$ cat src/rtl/cpu_pkg.sv
// Shared CPU/bus definitions: AHB transfer encodings, size codes, lane decode
package cpu_pkg;

    typedef enum logic [1:0] {
        AHB_IDLE   = 2'b00,
        AHB_BUSY   = 2'b01,
        AHB_NONSEQ = 2'b10,
        AHB_SEQ    = 2'b11
    } htrans_e;

    localparam logic [2:0] HSIZE_BYTE = 3'b000;
    localparam logic [2:0] HSIZE_HALF = 3'b001;
    localparam logic [2:0] HSIZE_WORD = 3'b010;

    typedef enum logic [2:0] {
        IDLE,
        RDATA,
        RWAIT,
        WDATA,
        ERR1,
        ERR2
    } slv_state_e;

    // Size/alignment legality of a transfer
    function automatic logic size_legal(input logic [2:0] size, input logic [1:0] off);
        logic ok;
        case (size)
            HSIZE_BYTE: ok = 1'b1;
            HSIZE_HALF: ok = ~off[0];
            HSIZE_WORD: ok = (off == 2'b00);
            default:    ok = 1'b0;
        endcase
        return ok;
    endfunction

    // Big-endian byte enables: be[3] is bits 31:24 (byte offset 0)
    function automatic logic [3:0] be_from_size(input logic [2:0] size, input logic [1:0] off);
        logic [3:0] be;
        case (size)
            HSIZE_BYTE: be = 4'b1000 >> off;
            HSIZE_HALF: be = off[1] ? 4'b0011 : 4'b1100;
            HSIZE_WORD: be = 4'b1111;
            default:    be = 4'b0000;
        endcase
        return be;
    endfunction

endpackage

$ cat src/rtl/ahb_sram_slv_if.sv
// AHB-Lite bus bundle between the CPU memory stage and the SRAM responder
interface ahb_sram_slv_if;
    logic        HSEL;
    logic [31:0] HADDR;
    logic [1:0]  HTRANS;
    logic        HWRITE;
    logic [2:0]  HSIZE;
    logic [31:0] HWDATA;
    logic        HREADY;
    logic        HREADYOUT;
    logic        HRESP;
    logic [31:0] HRDATA;

    modport master (
        output HSEL, HADDR, HTRANS, HWRITE, HSIZE, HWDATA,
        input  HREADY, HREADYOUT, HRESP, HRDATA
    );

    modport slave (
        input  HSEL, HADDR, HTRANS, HWRITE, HSIZE, HWDATA, HREADY,
        output HREADYOUT, HRESP, HRDATA
    );
endinterface

$ cat src/rtl/ahb_sram_wbuf.sv
// One-entry posted write buffer with address compare and byte-merge forwarding
module ahb_sram_wbuf #(
    parameter int AW = 18
) (
    input  logic          clk,
    input  logic          rst,
    input  logic          load,
    input  logic          drain,
    input  logic [AW-3:0] load_addr,
    input  logic [3:0]    load_be,
    input  logic [31:0]   load_data,
    input  logic [AW-3:0] cmp_addr,
    input  logic [31:0]   ram_q,
    output logic          valid,
    output logic [AW-3:0] addr,
    output logic [3:0]    be,
    output logic [31:0]   data,
    output logic [31:0]   fwd_data
);

    logic hit;

    // Valid flag: a load wins over a same-cycle drain of the previous entry
    always_ff @(posedge clk) begin
        if (rst) begin
            valid <= 1'b0;
        end else if (load) begin
            valid <= 1'b1;
        end else if (drain) begin
            valid <= 1'b0;
        end
    end

    // Entry payload; only meaningful while valid is set
    always_ff @(posedge clk) begin
        if (load) begin
            addr <= load_addr;
            be   <= load_be;
            data <= load_data;
        end
    end

    assign hit = valid && (addr == cmp_addr);

    // Bytes held in the buffer override the stale RAM bytes
    always_comb begin
        fwd_data = ram_q;
        for (int unsigned i = 0; i < 4; i++) begin
            if (hit && be[i]) begin
                fwd_data[8*i +: 8] = data[8*i +: 8];
            end
        end
    end

endmodule

$ cat src/rtl/ahb_sram_slv.sv
// AHB-Lite responder for a single-port synchronous SRAM with posted writes
module ahb_sram_slv
    import cpu_pkg::*;
#(
    parameter int AW      = 18,
    parameter int RD_WAIT = 0
) (
    input  logic           clk,
    input  logic           rst,
    ahb_sram_slv_if.slave  ahb,
    output logic           ram_en,
    output logic           ram_we,
    output logic [AW-3:0]  ram_a,
    output logic [3:0]     ram_be,
    output logic [31:0]    ram_d,
    input  logic [31:0]    ram_q
);

    localparam int         WA        = AW - 2;
    localparam logic [2:0] WAIT_LOAD = (RD_WAIT > 0) ? 3'(RD_WAIT - 1) : 3'd0;

    slv_state_e state_q, state_d;
    logic [2:0]    cnt_q, cnt_d;
    logic [WA-1:0] waddr_q, raddr_q;
    logic [3:0]    wbe_q;
    logic [31:0]   hrdata_q;

    logic [WA-1:0] word_addr;
    logic [1:0]    byte_off;
    logic          req, accept, legal;
    logic          collision, rd_issue, wr_accept, err_accept;
    logic          ready, resp, hrdata_cap;

    logic          buf_valid, buf_load, buf_drain;
    logic [WA-1:0] buf_addr;
    logic [3:0]    buf_be;
    logic [31:0]   buf_data, fwd_data;

    logic          unused_bits;

    assign unused_bits = ^{ahb.HADDR, ahb.HTRANS[0]};

    assign word_addr  = ahb.HADDR[AW-1:2];
    assign byte_off   = ahb.HADDR[1:0];
    assign req        = ahb.HSEL & ahb.HTRANS[1];
    assign accept     = req & ahb.HREADY;
    assign legal      = size_legal(ahb.HSIZE, byte_off);

    // Read arriving while the old entry still occupies the buffer: the drain
    // takes the RAM port, so the write data phase is stretched by one cycle
    // and the read is re-presented once the buffer is free.
    assign collision  = (state_q == WDATA) & buf_valid & req & ~ahb.HWRITE & legal;
    assign rd_issue   = accept & ~ahb.HWRITE & legal & ~collision;
    assign wr_accept  = accept & ahb.HWRITE & legal;
    assign err_accept = accept & ~legal;

    assign buf_load   = (state_q == WDATA) & ~collision;
    assign buf_drain  = buf_valid & ~rd_issue;

    ahb_sram_wbuf #(.AW(AW)) u_wbuf (
        .clk       (clk),
        .rst       (rst),
        .load      (buf_load),
        .drain     (buf_drain),
        .load_addr (waddr_q),
        .load_be   (wbe_q),
        .load_data (ahb.HWDATA),
        .cmp_addr  (raddr_q),
        .ram_q     (ram_q),
        .valid     (buf_valid),
        .addr      (buf_addr),
        .be        (buf_be),
        .data      (buf_data),
        .fwd_data  (fwd_data)
    );

    // State, wait counter and read-data holding register
    always_ff @(posedge clk) begin
        if (rst) begin
            state_q  <= IDLE;
            cnt_q    <= '0;
            hrdata_q <= '0;
        end else begin
            state_q <= state_d;
            cnt_q   <= cnt_d;
            if (hrdata_cap) begin
                hrdata_q <= fwd_data;
            end
        end
    end

    // Address-phase attributes carried into the data phase
    always_ff @(posedge clk) begin
        if (wr_accept) begin
            waddr_q <= word_addr;
            wbe_q   <= be_from_size(ahb.HSIZE, byte_off);
        end
        if (rd_issue) begin
            raddr_q <= word_addr;
        end
    end

    // Response per state and next-state selection
    always_comb begin
        ready      = 1'b1;
        resp       = 1'b0;
        state_d    = state_q;
        cnt_d      = cnt_q;
        hrdata_cap = 1'b0;

        case (state_q)
            IDLE:  ;
            RDATA: hrdata_cap = (RD_WAIT == 0);
            RWAIT: begin
                ready      = 1'b0;
                hrdata_cap = (cnt_q == WAIT_LOAD);
                if (cnt_q == 3'd0) begin
                    state_d = RDATA;
                end else begin
                    cnt_d = cnt_q - 3'd1;
                end
            end
            WDATA: ready = ~collision;
            ERR1: begin
                ready   = 1'b0;
                resp    = 1'b1;
                state_d = ERR2;
            end
            ERR2:  resp = 1'b1;
            default: state_d = IDLE;
        endcase

        if (ready) begin
            if (err_accept) begin
                state_d = ERR1;
            end else if (rd_issue) begin
                state_d = (RD_WAIT == 0) ? RDATA : RWAIT;
                cnt_d   = WAIT_LOAD;
            end else if (wr_accept) begin
                state_d = WDATA;
            end else begin
                state_d = IDLE;
            end
        end
    end

    // Bus outputs; in a reset cycle everything is forced to its reset value
    always_comb begin
        ahb.HREADYOUT = ready;
        ahb.HRESP     = resp;
        ahb.HRDATA    = (state_q == RDATA && RD_WAIT == 0) ? fwd_data : hrdata_q;
        if (rst) begin
            ahb.HREADYOUT = 1'b1;
            ahb.HRESP     = 1'b0;
            ahb.HRDATA    = '0;
        end
    end

    // RAM port: reads have priority, the buffer drains whenever the port is free
    always_comb begin
        ram_en = 1'b0;
        ram_we = 1'b0;
        ram_a  = buf_addr;
        ram_be = buf_be;
        ram_d  = buf_data;
        if (!rst) begin
            if (rd_issue) begin
                ram_en = 1'b1;
                ram_a  = word_addr;
                ram_be = '1;
            end else if (buf_valid) begin
                ram_en = 1'b1;
                ram_we = 1'b1;
            end
        end
    end

endmodule

$ cat src/flat_wrapper.sv
// flat-port wrapper written by rule: the top's interface ports become plain ports
module ahb_sram_slv_flat import cpu_pkg::*;
#(
    parameter int AW      = 18,
    parameter int RD_WAIT = 0
)
  (clk, rst, ram_en, ram_we, ram_a, ram_be, ram_d, ram_q, ahb_HSEL, ahb_HADDR, ahb_HTRANS, ahb_HWRITE, ahb_HSIZE, ahb_HWDATA, ahb_HREADY, ahb_HREADYOUT, ahb_HRESP, ahb_HRDATA);
  ahb_sram_slv_if ahb_i ();
  input  logic clk;
  input  logic rst;
  output logic ram_en;
  output logic ram_we;
  output logic [AW-3:0] ram_a;
  output logic [3:0] ram_be;
  output logic [31:0] ram_d;
  input  logic [31:0] ram_q;
  input wire logic [$bits(ahb_i.HSEL)-1:0] ahb_HSEL;
  input wire logic [$bits(ahb_i.HADDR)-1:0] ahb_HADDR;
  input wire logic [$bits(ahb_i.HTRANS)-1:0] ahb_HTRANS;
  input wire logic [$bits(ahb_i.HWRITE)-1:0] ahb_HWRITE;
  input wire logic [$bits(ahb_i.HSIZE)-1:0] ahb_HSIZE;
  input wire logic [$bits(ahb_i.HWDATA)-1:0] ahb_HWDATA;
  input wire logic [$bits(ahb_i.HREADY)-1:0] ahb_HREADY;
  output wire logic [$bits(ahb_i.HREADYOUT)-1:0] ahb_HREADYOUT;
  output wire logic [$bits(ahb_i.HRESP)-1:0] ahb_HRESP;
  output wire logic [$bits(ahb_i.HRDATA)-1:0] ahb_HRDATA;
  assign ahb_i.HSEL = ahb_HSEL;
  assign ahb_i.HADDR = ahb_HADDR;
  assign ahb_i.HTRANS = ahb_HTRANS;
  assign ahb_i.HWRITE = ahb_HWRITE;
  assign ahb_i.HSIZE = ahb_HSIZE;
  assign ahb_i.HWDATA = ahb_HWDATA;
  assign ahb_i.HREADY = ahb_HREADY;
  assign ahb_HREADYOUT = ahb_i.HREADYOUT;
  assign ahb_HRESP = ahb_i.HRESP;
  assign ahb_HRDATA = ahb_i.HRDATA;
  ahb_sram_slv #(.AW(AW), .RD_WAIT(RD_WAIT)) u_core (.clk(clk), .rst(rst), .ahb(ahb_i), .ram_en(ram_en), .ram_we(ram_we), .ram_a(ram_a), .ram_be(ram_be), .ram_d(ram_d), .ram_q(ram_q));
endmodule
$ cat config.mk
export PLATFORM = sky130hd
export DESIGN_NAME = ahb_sram_slv_flat
export DESIGN_NICKNAME = d
export VERILOG_FILES = /design/src/rtl/cpu_pkg.sv /design/src/rtl/ahb_sram_slv_if.sv /design/src/rtl/ahb_sram_wbuf.sv /design/src/rtl/ahb_sram_slv.sv /design/src/flat_wrapper.sv
export SDC_FILE = /design/constraint.sdc
export NUM_CORES = 1
export LEC_CHECK = 0
export CAP_MARGIN = 20
export CORE_ASPECT_RATIO = 1.2
export CORE_MARGIN = 4
export CORE_UTILIZATION = 30
export CTS_CLUSTER_DIAMETER = 120
export CTS_CLUSTER_SIZE = 8
export DETAILED_ROUTE_END_ITERATION = 6
export GPL_TIMING_DRIVEN = 1
export PLACE_DENSITY = 0.59
export SYNTH_ARGS = -nofsm -noshare
export SYNTH_HDL_FRONTEND = slang
export SYNTH_SLANG_ARGS = --single-unit
$ cat constraint.sdc
create_clock -name clk -period 11.6 [get_ports clk]
set_input_delay 2.32 -clock clk [delete_from_list [all_inputs] [get_ports clk]]
set_output_delay 2.32 -clock clk [all_outputs]
set_load 0.005 [all_outputs]
==> metrics.md, run 1 <==
| Metric | Value |
|---|---|
| Achievable Freq | `134.2 MHz` |
| Clock transition at path regs | `around 70 ps` |
| Hold Path Stages | `0` |
| Post-CTS Resized | `0` |
| Asr flop ratio synth | `0%` |
| Layout cell share with drive strength beyond 1 | `14.98%` |
| Hold WC Path Type | `reg2reg` |
| Final period util | `64.25%` |
| Most common cell after layout, fill and taps aside | `clkdlybuf4s50_1` |
| Total gr overflow | `0` |
| Post-synth top flop | `edfxtp_1` |
| Worst reg-to-reg path cell count | `5` |
| CP endpoint kind | `output pin` |
| Area grow syn2layout | `42.65%` |
| Starting Density | `30.45%` |
| Total negative setup slack | `0 ps` |
| Critical Path RT | `9280 ps` |
| Clk sinks | `127` |
| Gpl congestion | `0.7627` |
| Layout Skew | `10.04 ps` |
| First-pass GRT wire length | `29.35 mm` |
| Mean Syn Cell Area | `12.29 um2` |
| Post-DP HPWL | `between 10 and 15 mm` |
| Antenna Cells | `0` |
| Yosys reg bits | `127` |
| TritonRoute pass-1 iters | `6` |
| Hold-fix buffers, CTS | `0` |
| Total CTS buffers | `17` |
| Worst flop-to-flop path startpoint | `u_core.u_wbuf.addr[1]` |
| Tot GR Track Use | `16.38%` |
| DIE HEIGHT | `165.1 um` |
| Final Max Tran Viols | `0` |
| Largest stage delay on the critical path | `720 ps` |
| Vias per cell | `approximately 5.5` |
| Critical R2R Capture | `u_core.hrdata_q[13]` |
| Cell variety after synth | `54` |
| Rel. slew slack | `between 20% and 30%` |
| CP max-delay cell | `nor2b_4` |
| Initial DRC count | `309` |
| Critical path's top delay family | `simple AND/OR/NAND/NOR gates` |
| CTS tree | `yes` |
| CP Class | `in2out` |
| Final Routed Wirelength | `approximately 19 mm` |
| Fillers | `1892` |
| Die area | `22920 um2` |
| Final core utilization | `~43%` |
| Sequential share of the synthesized area | `55.51%` |
| Net total in the final layout | `776` |
| Worst-case clock buffer depth | `2` |
| FF+latch area | `3423 um2` |
| Hold Startpoint | `u_core.waddr_q[13]` |
| Most frequent cells in the layout | `clkdlybuf4s50_1, edfxtp_1, dfxtp_1` |
| Core region area | `20250 um2` |
| Top cell by count, worst path | `clkdlybuf4s50_1` |
| Yosys warning total | `0` |
| Largest net degree at the start of global routing | `65` |
| CP Launch Type | `input port` |
| Remaining DRCs | `0` |
| Arrival time at the worst endpoint | `5130 ps` |
| Ordered cell list for the critical path | `clkdlybuf4s50_1 > or3_4 > a21oi_4 > and3_1 > nor2b_4 > mux2_4 > clkdlybuf4s50_1` |
| Final setup vio count | `0` |
| Hold Path End | `u_core.u_wbuf.addr[13]` |
| Leakage | `3.123 nW` |
| Max-cap violations | `0` |
| Reg2reg setup slack | `~8800 ps` |
| Synthesized Nets | `610` |
| Drt wl/cell | `20.26 um` |
| Port Buffers | `178` |
| Routed Antenna Nets | `0` |
| Post-CTS Setup Repair Bufs | `0` |
| Row count | `57` |
| Total I/O pin count | `194` |
| CTS H-tree depth | `4` |
| Final min period | `7453 ps` |
| Multi-input logic area | `2469 um2` |
| Initial antenna violation count | `0` |
| RSZ-0062 raised after global routing | `no` |
| Pwr Density | `127.3 nW/um2` |
| Slew @ Worst Pin | `1059 ps` |
| Die X | `138.9 um` |
| CP Buf/Inv Count | `2` |
| Maximum VDD drop | `0.09848 mV` |
| Hold Violations, Final | `0` |
| Number of enable flip-flop cells after synthesis | `88` |
| Vias in the first global route | `between 5000 and 6000` |
| Post-synthesis cell count | `502` |
| Skew-Pair Late Insertion Delay | `roughly 420 ps` |
| DR vias | `between 5000 and 6000` |
| Root Driver | `clkbuf_16` |
| CP Max Fanout | `20` |
| Status | `finished clean` |
| Synthesized area | `6167 um2` |
-- through the flow --
step | total power [mW] | worst slack [ps] | std cells | cell area (um2) | hold slack (ps)
floorplan | 0.5365 | 5392 | 502 | 6167 | 400.3
global placement | 0.5897 | 4191 | 911 | 8109 | 400.9
detailed placement | 0.5925 | 4143 | 911 | 8109 | 405.6
CTS | 1.137 | 4128 | 943 | 8722 | 420.6
global route | 1.162 | 4007 | 946 | 8797 | 425.5
finish | 1.120 | 4147 | 946 | 8797 | 415.9
-- synth_stat cells (2+ instances only) --
master	n	share of area, %
edfxtp_1	88	43
o21ai_0	2	0.16
and3_1	5	0.51
o21bai_1	24	2.9
ha_1	2	0.41
o221a_2	19	3.5
a211oi_1	10	1.2
buf_4	4	0.49
a21oi_1	8	0.65
a31oi_1	26	2.6
nand4_4	3	1.0
nor2_1	20	1.2
nand2_1	31	1.9
clkbuf_1	24	1.5
mux2_4	16	3.9
nand3_2	2	0.32
nand3_1	2	0.16
nand4_1	32	3.2
xor2_1	11	1.6
buf_2	6	0.49
buf_6	3	0.55
clkinv_1	4	0.24
xnor2_1	3	0.43
o31ai_1	32	3.9
nand2b_1	4	0.41
o221a_1	5	0.91
a311oi_1	16	2.3
o31ai_4	3	1.0
nor2b_1	3	0.30
dfxtp_1	39	13
a21o_1	3	0.37
or2_2	6	0.61
nor4_2	2	0.41
nor3_1	2	0.16
inv_1	15	0.91
o21a_1	9	1.1
-- worst max-delay path by stage --
stage	start	to	slack, ps	cells after the start
after floorplan	ahb_HADDR[0]	ram_a[0]	5390	7
after global placement	ahb_HADDR[0]	ram_a[4]	4190	7
after detailed placement	ahb_HADDR[0]	ram_a[6]	4140	7
after CTS	ahb_HADDR[0]	ram_a[6]	4130	7
after global routing	ahb_HADDR[0]	ram_a[3]	4010	7
final	ahb_HADDR[0]	ram_a[6]	4150	7
-- where the power goes --
part | leakage (nW) | internal, mW | switching [mW] | total (mW)
registers | 1.10 | 0.490 | 0.00281 | 0.493
clock network | 0.295 | 0.293 | 0.245 | 0.538
logic | 1.72 | 0.0537 | 0.0358 | 0.0894
-- layout make-up --
| class | count | share of cell area [%] |
|---|---|---|
| multi-input combinational | 317 | 28.06 |
| timing repair buffer | 186 | 21.48 |
| inverter | 19 | 0.8107 |
| clock inverter | 15 | 2.133 |
| clock buffer | 17 | 4.836 |
| tap | 265 | 3.769 |
| sequential | 127 | 38.91 |
-- state kept, by name (all words and copies together) (netlist names) --
signal               cells
u_core.u_wbuf.valid      1
u_core.raddr_q          16
u_core.u_wbuf.data      32
u_core.state_q           3
u_core.u_wbuf.be         4
u_core.hrdata_q         32
u_core.cnt_q             3
u_core.wbe_q             4
u_core.u_wbuf.addr      16
u_core.waddr_q          16
-- cells by family (layout without fill, tap and decap cells) --
group	after synthesis	count (layout)	share of synthesized area, %
AOI/OAI and AO/OA	164	164	21.77
xor gates and xnor gates	14	14	1.988
adders and majority gates	2	2	0.4057
buffers and inverters	58	237	4.707
DFF	127	127	55.51
muxes	16	16	3.895
and+or+nand+nor	121	121	11.73
-- worst register-to-register path, delay by kind of cell (launching register included) --
kind	cells	cell delay, ps
AO/OA/AOI/OAI	1	380
XOR/XNOR	1	200
flip-flops	1	420
AND/OR/NAND/NOR	3	1730
-- per-layer routing --
metal | track usage [%] | vias up | share of wire [%]
li1 | - | 2342 | -
met1 | 19.80 | 2527 | 40
met2 | 28.02 | 246 | 51
met3 | 4.147 | 44 | 6.5
met4 | 6.806 | 0 | 2.7
met5 | 0 | - | 0
(Power assumes the default switching activity.)
==> run 2, diff against run 1 <==
PLACE_DENSITY = 0.61   (was 0.59)
clock period = 6.4 ns   (was 11.6 ns; I/O delays follow)
==> metrics.md, run 2 (synthesized netlist as in run 1, its figures left out) <==
| Metric | Value |
|---|---|
| Status | `finished clean` |
| Max-cap violations | `0 (unchanged)` |
| Critical Path RT | `5120 ps (-4160 ps)` |
| Hold Violations, Final | `0 (unchanged)` |
| Clock transition at path regs | `60 ps (about the same)` |
| Worst flop-to-flop path startpoint | `u_core.u_wbuf.addr[1]` |
| Hold-fix buffers, CTS | `0 (unchanged)` |
| Clk sinks | `127 (unchanged)` |
| Layout cell share with drive strength beyond 1 | `14.98% (unchanged)` |
| Top Registers | `u_core.hrdata_q x32, u_core.u_wbuf.data x32` |
| Final setup vio count | `0 (unchanged)` |
| CP Class | `in2out` |
| DR vias | `5167 (+0.16%)` |
| CP Launch Type | `input port` |
| CP max-delay cell | `nor2b_4` |
| Worst-case clock buffer depth | `2 (unchanged)` |
| Hold WC Path Type | `reg2reg` |
| DIE HEIGHT | `165.1 um (unchanged)` |
| Largest stage delay on the critical path | `700 ps (-20 ps)` |
| Port Buffers | `178 (unchanged)` |
| Core region area | `20250 um2 (unchanged)` |
| CP endpoint kind | `output pin` |
| Rel. slew slack | `30.05% (+0.67 points)` |
| TritonRoute pass-1 iters | `5 (-1)` |
| Largest net degree at the start of global routing | `52 (-20%)` |
| Final WS setup | `1018 ps (-3130 ps)` |
| Worst reg-to-reg path cell count | `6 (+1)` |
| Most common cell after layout, fill and taps aside | `clkdlybuf4s50_1` |
| Critical R2R Capture | `u_core.hrdata_q[24]` |
| Maximum VDD drop | `0.1793 mV (+82%)` |
| Post-CTS Resized | `0 (unchanged)` |
| Layout Skew | `13.79 ps (+3.753 ps)` |
| CP Max Fanout | `19 (-5.0%)` |
| Vias per cell | `5.462 (+0.16%)` |
| Hold_ws | `419.5 ps (+3.613 ps)` |
| Row count | `57 (unchanged)` |
| First-pass GRT wire length | `29.40 mm (+0.19%)` |
| Post-CTS Setup Repair Bufs | `0 (unchanged)` |
| Total I/O pin count | `194 (unchanged)` |
| Total negative setup slack | `0 ps (unchanged)` |
| Hold Path End | `u_core.u_wbuf.be[3]` |
| Setup WS pre-CTS | `1005 ps (-3138 ps)` |
| Sw frac | `23.66% (-1.6 points)` |
| Initial DRC count | `295 (-4.5%)` |
| Routed Antenna Nets | `0 (unchanged)` |
| Vias in the first global route | `5502 (+1.3%)` |
| Total CTS buffers | `17 (unchanged)` |
| Internal power | `1.540 mW (+84%)` |
| Achievable Freq | `185.8 MHz` |
| Root Driver | `clkbuf_16` |
| Drt wl/cell | `20.30 um (+0.20%)` |
| Slew @ Worst Pin | `1049 ps (-10.06 ps)` |
| Initial antenna violation count | `0 (unchanged)` |
| Combinational fraction of design power | `8.1% (about the same)` |
| Most frequent cells in the layout | `clkdlybuf4s50_1, edfxtp_1, dfxtp_1` |
| Skew-Pair Late Insertion Delay | `420 ps (about the same)` |
| Top cell by count, worst path | `clkdlybuf4s50_1` |
| Post-DP HPWL | `13.05 mm (+3.5%)` |
| RSZ-0062 raised after global routing | `no` |
| Ordered cell list for the critical path | `clkdlybuf4s50_1 > or3_4 > a21oi_4 > and3_1 > nor2b_4 > buf_4 > or2_2 > clkdlybuf4s50_1` |
| Gpl congestion | `0.7583 (-0.58%)` |
| Clk pwr share | `47.6% (-0.4 points)` |
| Total gr overflow | `0 (unchanged)` |
| Antenna Cells | `0 (unchanged)` |
| Reg power frac | `44.3% (+0.3 points)` |
| Remaining DRCs | `0 (unchanged)` |
| Die X | `138.9 um (unchanged)` |
| Area grow syn2layout | `42.44%` |
| Leakage | `3.117 nW (-0.19%)` |
| Final Max Tran Viols | `0 (unchanged)` |
| Die area | `22920 um2 (unchanged)` |
| Hold Startpoint | `u_core.wbe_q[3]` |
| Reg2reg setup slack | `3550 ps (-5210 ps)` |
| Net total in the final layout | `776 (unchanged)` |
| Pwr Density | `229.6 nW/um2 (+80%)` |
| Final period util | `84.10%` |
| Final Routed Wirelength | `19.21 mm (+0.20%)` |
| CTS tree | `yes` |
| Hold Path Stages | `0 (unchanged)` |
| Final min period | `5382 ps` |
| Tot GR Track Use | `16.23% (-0.15 points)` |
| Sw Pwr | `0.4772 mW (+69%)` |
| Starting Density | `30.45% (unchanged)` |
| CTS H-tree depth | `4 (unchanged)` |
| Arrival time at the worst endpoint | `4100 ps (-1030 ps)` |
## run 2: cell count changes in the layout (fill, tap and decap cells not counted), sizes merged
| cell | previous run | this run |
|---|---|---|
| clkinv | 10 | 9 |
| bufinv | 0 | 1 |
| inv | 23 | 22 |
| clkinvlp | 1 | 2 |
## run 2: worst max path at each step
stage	to	slack, ps	from
floorplan	u_core.u_wbuf.addr[0]	2180	ahb_HSIZE[0]
global placement	ram_be[0]	1050	ahb_HADDR[0]
detailed placement	ram_be[0]	1010	ahb_HADDR[0]
CTS	ram_be[0]	1010	ahb_HADDR[0]
global route	ram_be[1]	870	ahb_HADDR[0]
finish	ram_be[0]	1020	ahb_HADDR[0]
## run 2: critical path: cells and delay by family
family	cells	cell delay (ps)
and+or+nand+nor	4	1420
buffers and inverters	3	1210
AOI/OAI and AO/OA	1	190
## run 2: final cells by class
class	instances	area [um2]
Timing Repair Buffer	186	1897
Multi-Input combinational cell	317	2469
Tap cell	265	331.6
Inverter	19	71.32
Clock inverter	15	167.7
Fill cell	1895	11470
Clock buffer	17	425.4
Sequential cell	127	3423
## run 2: layer usage
metal  vias up  track usage, %  routed length (um)
met2       267           27.62                9584
met5         -               0                   0
met4         0           8.808                 675
met3        45           4.119                1240
met1      2513           18.89                7705
li1       2342               -                   -
## run 2: per-stage QoR
stage | cell area, um2 | utilization, % | cells | total power [mW]
5_1_grt | 8785 | 43.37 | 946 | 2.091
4_1_cts | 8702 | 42.96 | 943 | 2.044
3_3_place_gp | 8109 | 40.04 | 911 | 1.068
3_5_place_dp | 8109 | 40.04 | 911 | 1.074
2_1_floorplan | 6167 | - | 502 | 0.9724
6_report | 8785 | 43.37 | 946 | 2.017
## run 2: power by group through the flow
stage	clock network (mW)	logic (mW)	registers, mW
2_1_floorplan	0	0.0616	0.911
3_3_place_gp	0	0.157	0.911
3_5_place_dp	0	0.162	0.912
4_1_cts	0.987	0.162	0.894
5_1_grt	1.02	0.175	0.895
6_report	0.960	0.163	0.894
==> run 3, diff against run 2 <==
clock period = 4.73 ns   (was 6.4 ns; I/O delays follow)
==> metrics.md, run 3 (synthesized netlist as in run 1, its figures left out) <==
| Metric | Value |
|---|---|
| Worst reg-to-reg path cell count | `6 (unchanged)` |
| Total gr overflow | `0 (unchanged)` |
| CP Buf/Inv Count | `2 (-1)` |
| Hold WC Path Type | `reg2reg` |
| Combinational fraction of design power | `8.0% (about the same)` |
| Placed inst area | `8169 um2 (+0.74%)` |
| Crit path from | `ahb_HADDR[0]` |
| Fin area | `8778 um2 (about the same)` |
| Initial antenna violation count | `0 (unchanged)` |
| Vias per cell | `5.409 (-0.97%)` |
| Row count | `57 (unchanged)` |
| Tot GR Track Use | `16.41% (+0.18 points)` |
| Hold-fix buffers, CTS | `0 (unchanged)` |
| Most frequent cells in the layout | `clkdlybuf4s50_1, edfxtp_1, dfxtp_1` |
| Ordered cell list for the critical path | `clkdlybuf4s50_1 > or3_4 > a211oi_1 > a211oi_1 > or2_2 > clkdlybuf4s50_1` |
| Remaining DRCs | `0 (unchanged)` |
| Most common cell after layout, fill and taps aside | `clkdlybuf4s50_1` |
| Leakage | `3.130 nW (+0.42%)` |
| Rel. slew slack | `28.90% (-1.2 points)` |
| CP Class | `in2out` |
| Critical Path RT | `3780 ps (-1340 ps)` |
| Largest net degree at the start of global routing | `52 (unchanged)` |
| CTS H-tree depth | `4 (unchanged)` |
| Final core utilization | `43.34% (about the same)` |
| RSZ-0062 raised after global routing | `no` |
| Core region area | `20250 um2 (unchanged)` |
| Reg power frac | `43.9% (-0.4 points)` |
| Worst setup path endpoint | `ahb_HREADYOUT` |
| Total negative setup slack | `0 ps (unchanged)` |
| CP Max Fanout | `5 (-14)` |
| Setup WS pre-CTS | `348.6 ps (-656.6 ps)` |
| Root Driver | `clkbuf_16` |
| Drt wl/cell | `20.00 um (-1.5%)` |
| Post-placement cell count | `919 (+0.88%)` |
| Post-CTS Setup Repair Bufs | `0 (unchanged)` |
| Layout Skew | `21.06 ps (+7.272 ps)` |
| Vias in the first global route | `5438 (-1.2%)` |
| Maximum VDD drop | `0.2410 mV (+34%)` |
| WP depth | `6 (-2)` |
| Worst-case clock buffer depth | `2 (unchanged)` |
| Die X | `138.9 um (unchanged)` |
| Clock transition at path regs | `60 ps (about the same)` |
| Top Registers | `u_core.hrdata_q x32, u_core.u_wbuf.data x32` |
| Critical R2R Capture | `u_core.hrdata_q[20]` |
| Starting Density | `30.45% (unchanged)` |
| Sw Pwr | `0.6996 mW (+47%)` |
| Hold_ws | `418.6 ps (-0.8660 ps)` |
| Final WS setup | `354.3 ps (-663.4 ps)` |
| DIE HEIGHT | `165.1 um (unchanged)` |
| Status | `finished clean` |
| CP Launch Type | `input port` |
| Initial DRC count | `424 (+44%)` |
| Arrival time at the worst endpoint | `3430 ps (-670 ps)` |
| Clk pwr share | `48.1% (+0.5 points)` |
| Largest stage delay on the critical path | `540 ps (-160 ps)` |
| Final period util | `92.51%` |
| Worst flop-to-flop path startpoint | `u_core.u_wbuf.addr[14]` |
| First-pass GRT wire length | `29.58 mm (+0.61%)` |
| CP endpoint kind | `output pin` |
| Critical path's top delay family | `buffers and inverters` |
| Antenna Cells | `0 (unchanged)` |
| Skew-Pair Late Insertion Delay | `430 ps (about the same)` |
| Final min period | `4376 ps` |
| Pwr Density | `313.6 nW/um2 (+37%)` |
| Final setup vio count | `0 (unchanged)` |
| Sw frac | `25.42% (+1.8 points)` |
| Clk sinks | `127 (unchanged)` |
| Internal power | `2.053 mW (+33%)` |
| Die area | `22920 um2 (unchanged)` |
| CTS tree | `yes` |
| Hold Violations, Final | `0 (unchanged)` |
| Overall power | `2.753 mW (+36%)` |
| Total I/O pin count | `194 (unchanged)` |
| Layout cell share with drive strength beyond 1 | `15.60% (+0.62 points)` |
| Routed Antenna Nets | `0 (unchanged)` |
| TritonRoute pass-1 iters | `5 (unchanged)` |
| Achievable Freq | `228.5 MHz` |
| Reg2reg setup slack | `1870 ps (-1680 ps)` |
| Final Routed Wirelength | `19.02 mm (-0.97%)` |
| Gpl congestion | `0.7749 (+2.2%)` |
| Post-DP HPWL | `13.24 mm (+1.5%)` |
| DR vias | `5144 (-0.45%)` |
| Max-cap violations | `0 (unchanged)` |
| Net total in the final layout | `781 (+0.64%)` |
| Final Max Tran Viols | `0 (unchanged)` |
| CP max-delay cell | `a211oi_1` |
| Total CTS buffers | `17 (unchanged)` |
| Slew @ Worst Pin | `1064 ps (+14.82 ps)` |
| Area grow syn2layout | `42.34% (about the same)` |
| Layout Cells excl Fill | `951 (+0.53%)` |
| Post-CTS Resized | `0 (unchanged)` |
| Port Buffers | `178 (unchanged)` |
run 3: cell count changes in the layout (fill, tap and decap cells not counted):
cell,previous run,this run
bufinv_16,1,0
inv_8,4,6
buf_4,5,13
buf_16,3,0
clkinv_8,1,5
clkinv_4,4,1
clkinvlp_4,2,0
run 3: layout make-up:
class,instances,area [um2]
fill,1867,11480
sequential,127,3423
multi-input combinational,317,2469
timing repair buffer,191,1874
clock buffer,17,425.4
tap,265,331.6
clock inverter,15,183.9
inverter,19,71.32
run 3: worst min-delay path by stage:
stage                                  start                endpoint  slack, ps  cells after the start
after floorplan            u_core.waddr_q[0]   u_core.u_wbuf.addr[0]        400                      0
after global placement     u_core.waddr_q[3]   u_core.u_wbuf.addr[3]        400                      0
after detailed placement  u_core.waddr_q[14]  u_core.u_wbuf.addr[14]        400                      0
after CTS                  u_core.waddr_q[1]   u_core.u_wbuf.addr[1]        420                      0
after global routing       u_core.waddr_q[5]   u_core.u_wbuf.addr[5]        420                      0
final                      u_core.waddr_q[1]   u_core.u_wbuf.addr[1]        420                      0
run 3: per-layer routing:
| layer | wire (um) | global-route usage [%] | share of wire (%) | vias up |
|---|---|---|---|---|
| li1 | - | - | - | 2350 |
| met1 | 7769 | 19.37 | 41 | 2506 |
| met2 | 9625 | 28.33 | 51 | 252 |
| met3 | 1234 | 4.666 | 6.5 | 36 |
| met4 | 389 | 6.628 | 2.0 | 0 |
| met5 | 0 | 0 | 0 | - |
run 3: power by group through the flow:
stage	combinational (mW)	sequential, mW	clock [mW]
6_report	0.220	1.21	1.32
5_1_grt	0.238	1.21	1.41
4_1_cts	0.221	1.21	1.35
3_5_place_dp	0.220	1.23	0
3_3_place_gp	0.214	1.23	0
2_1_floorplan	0.0834	1.23	0
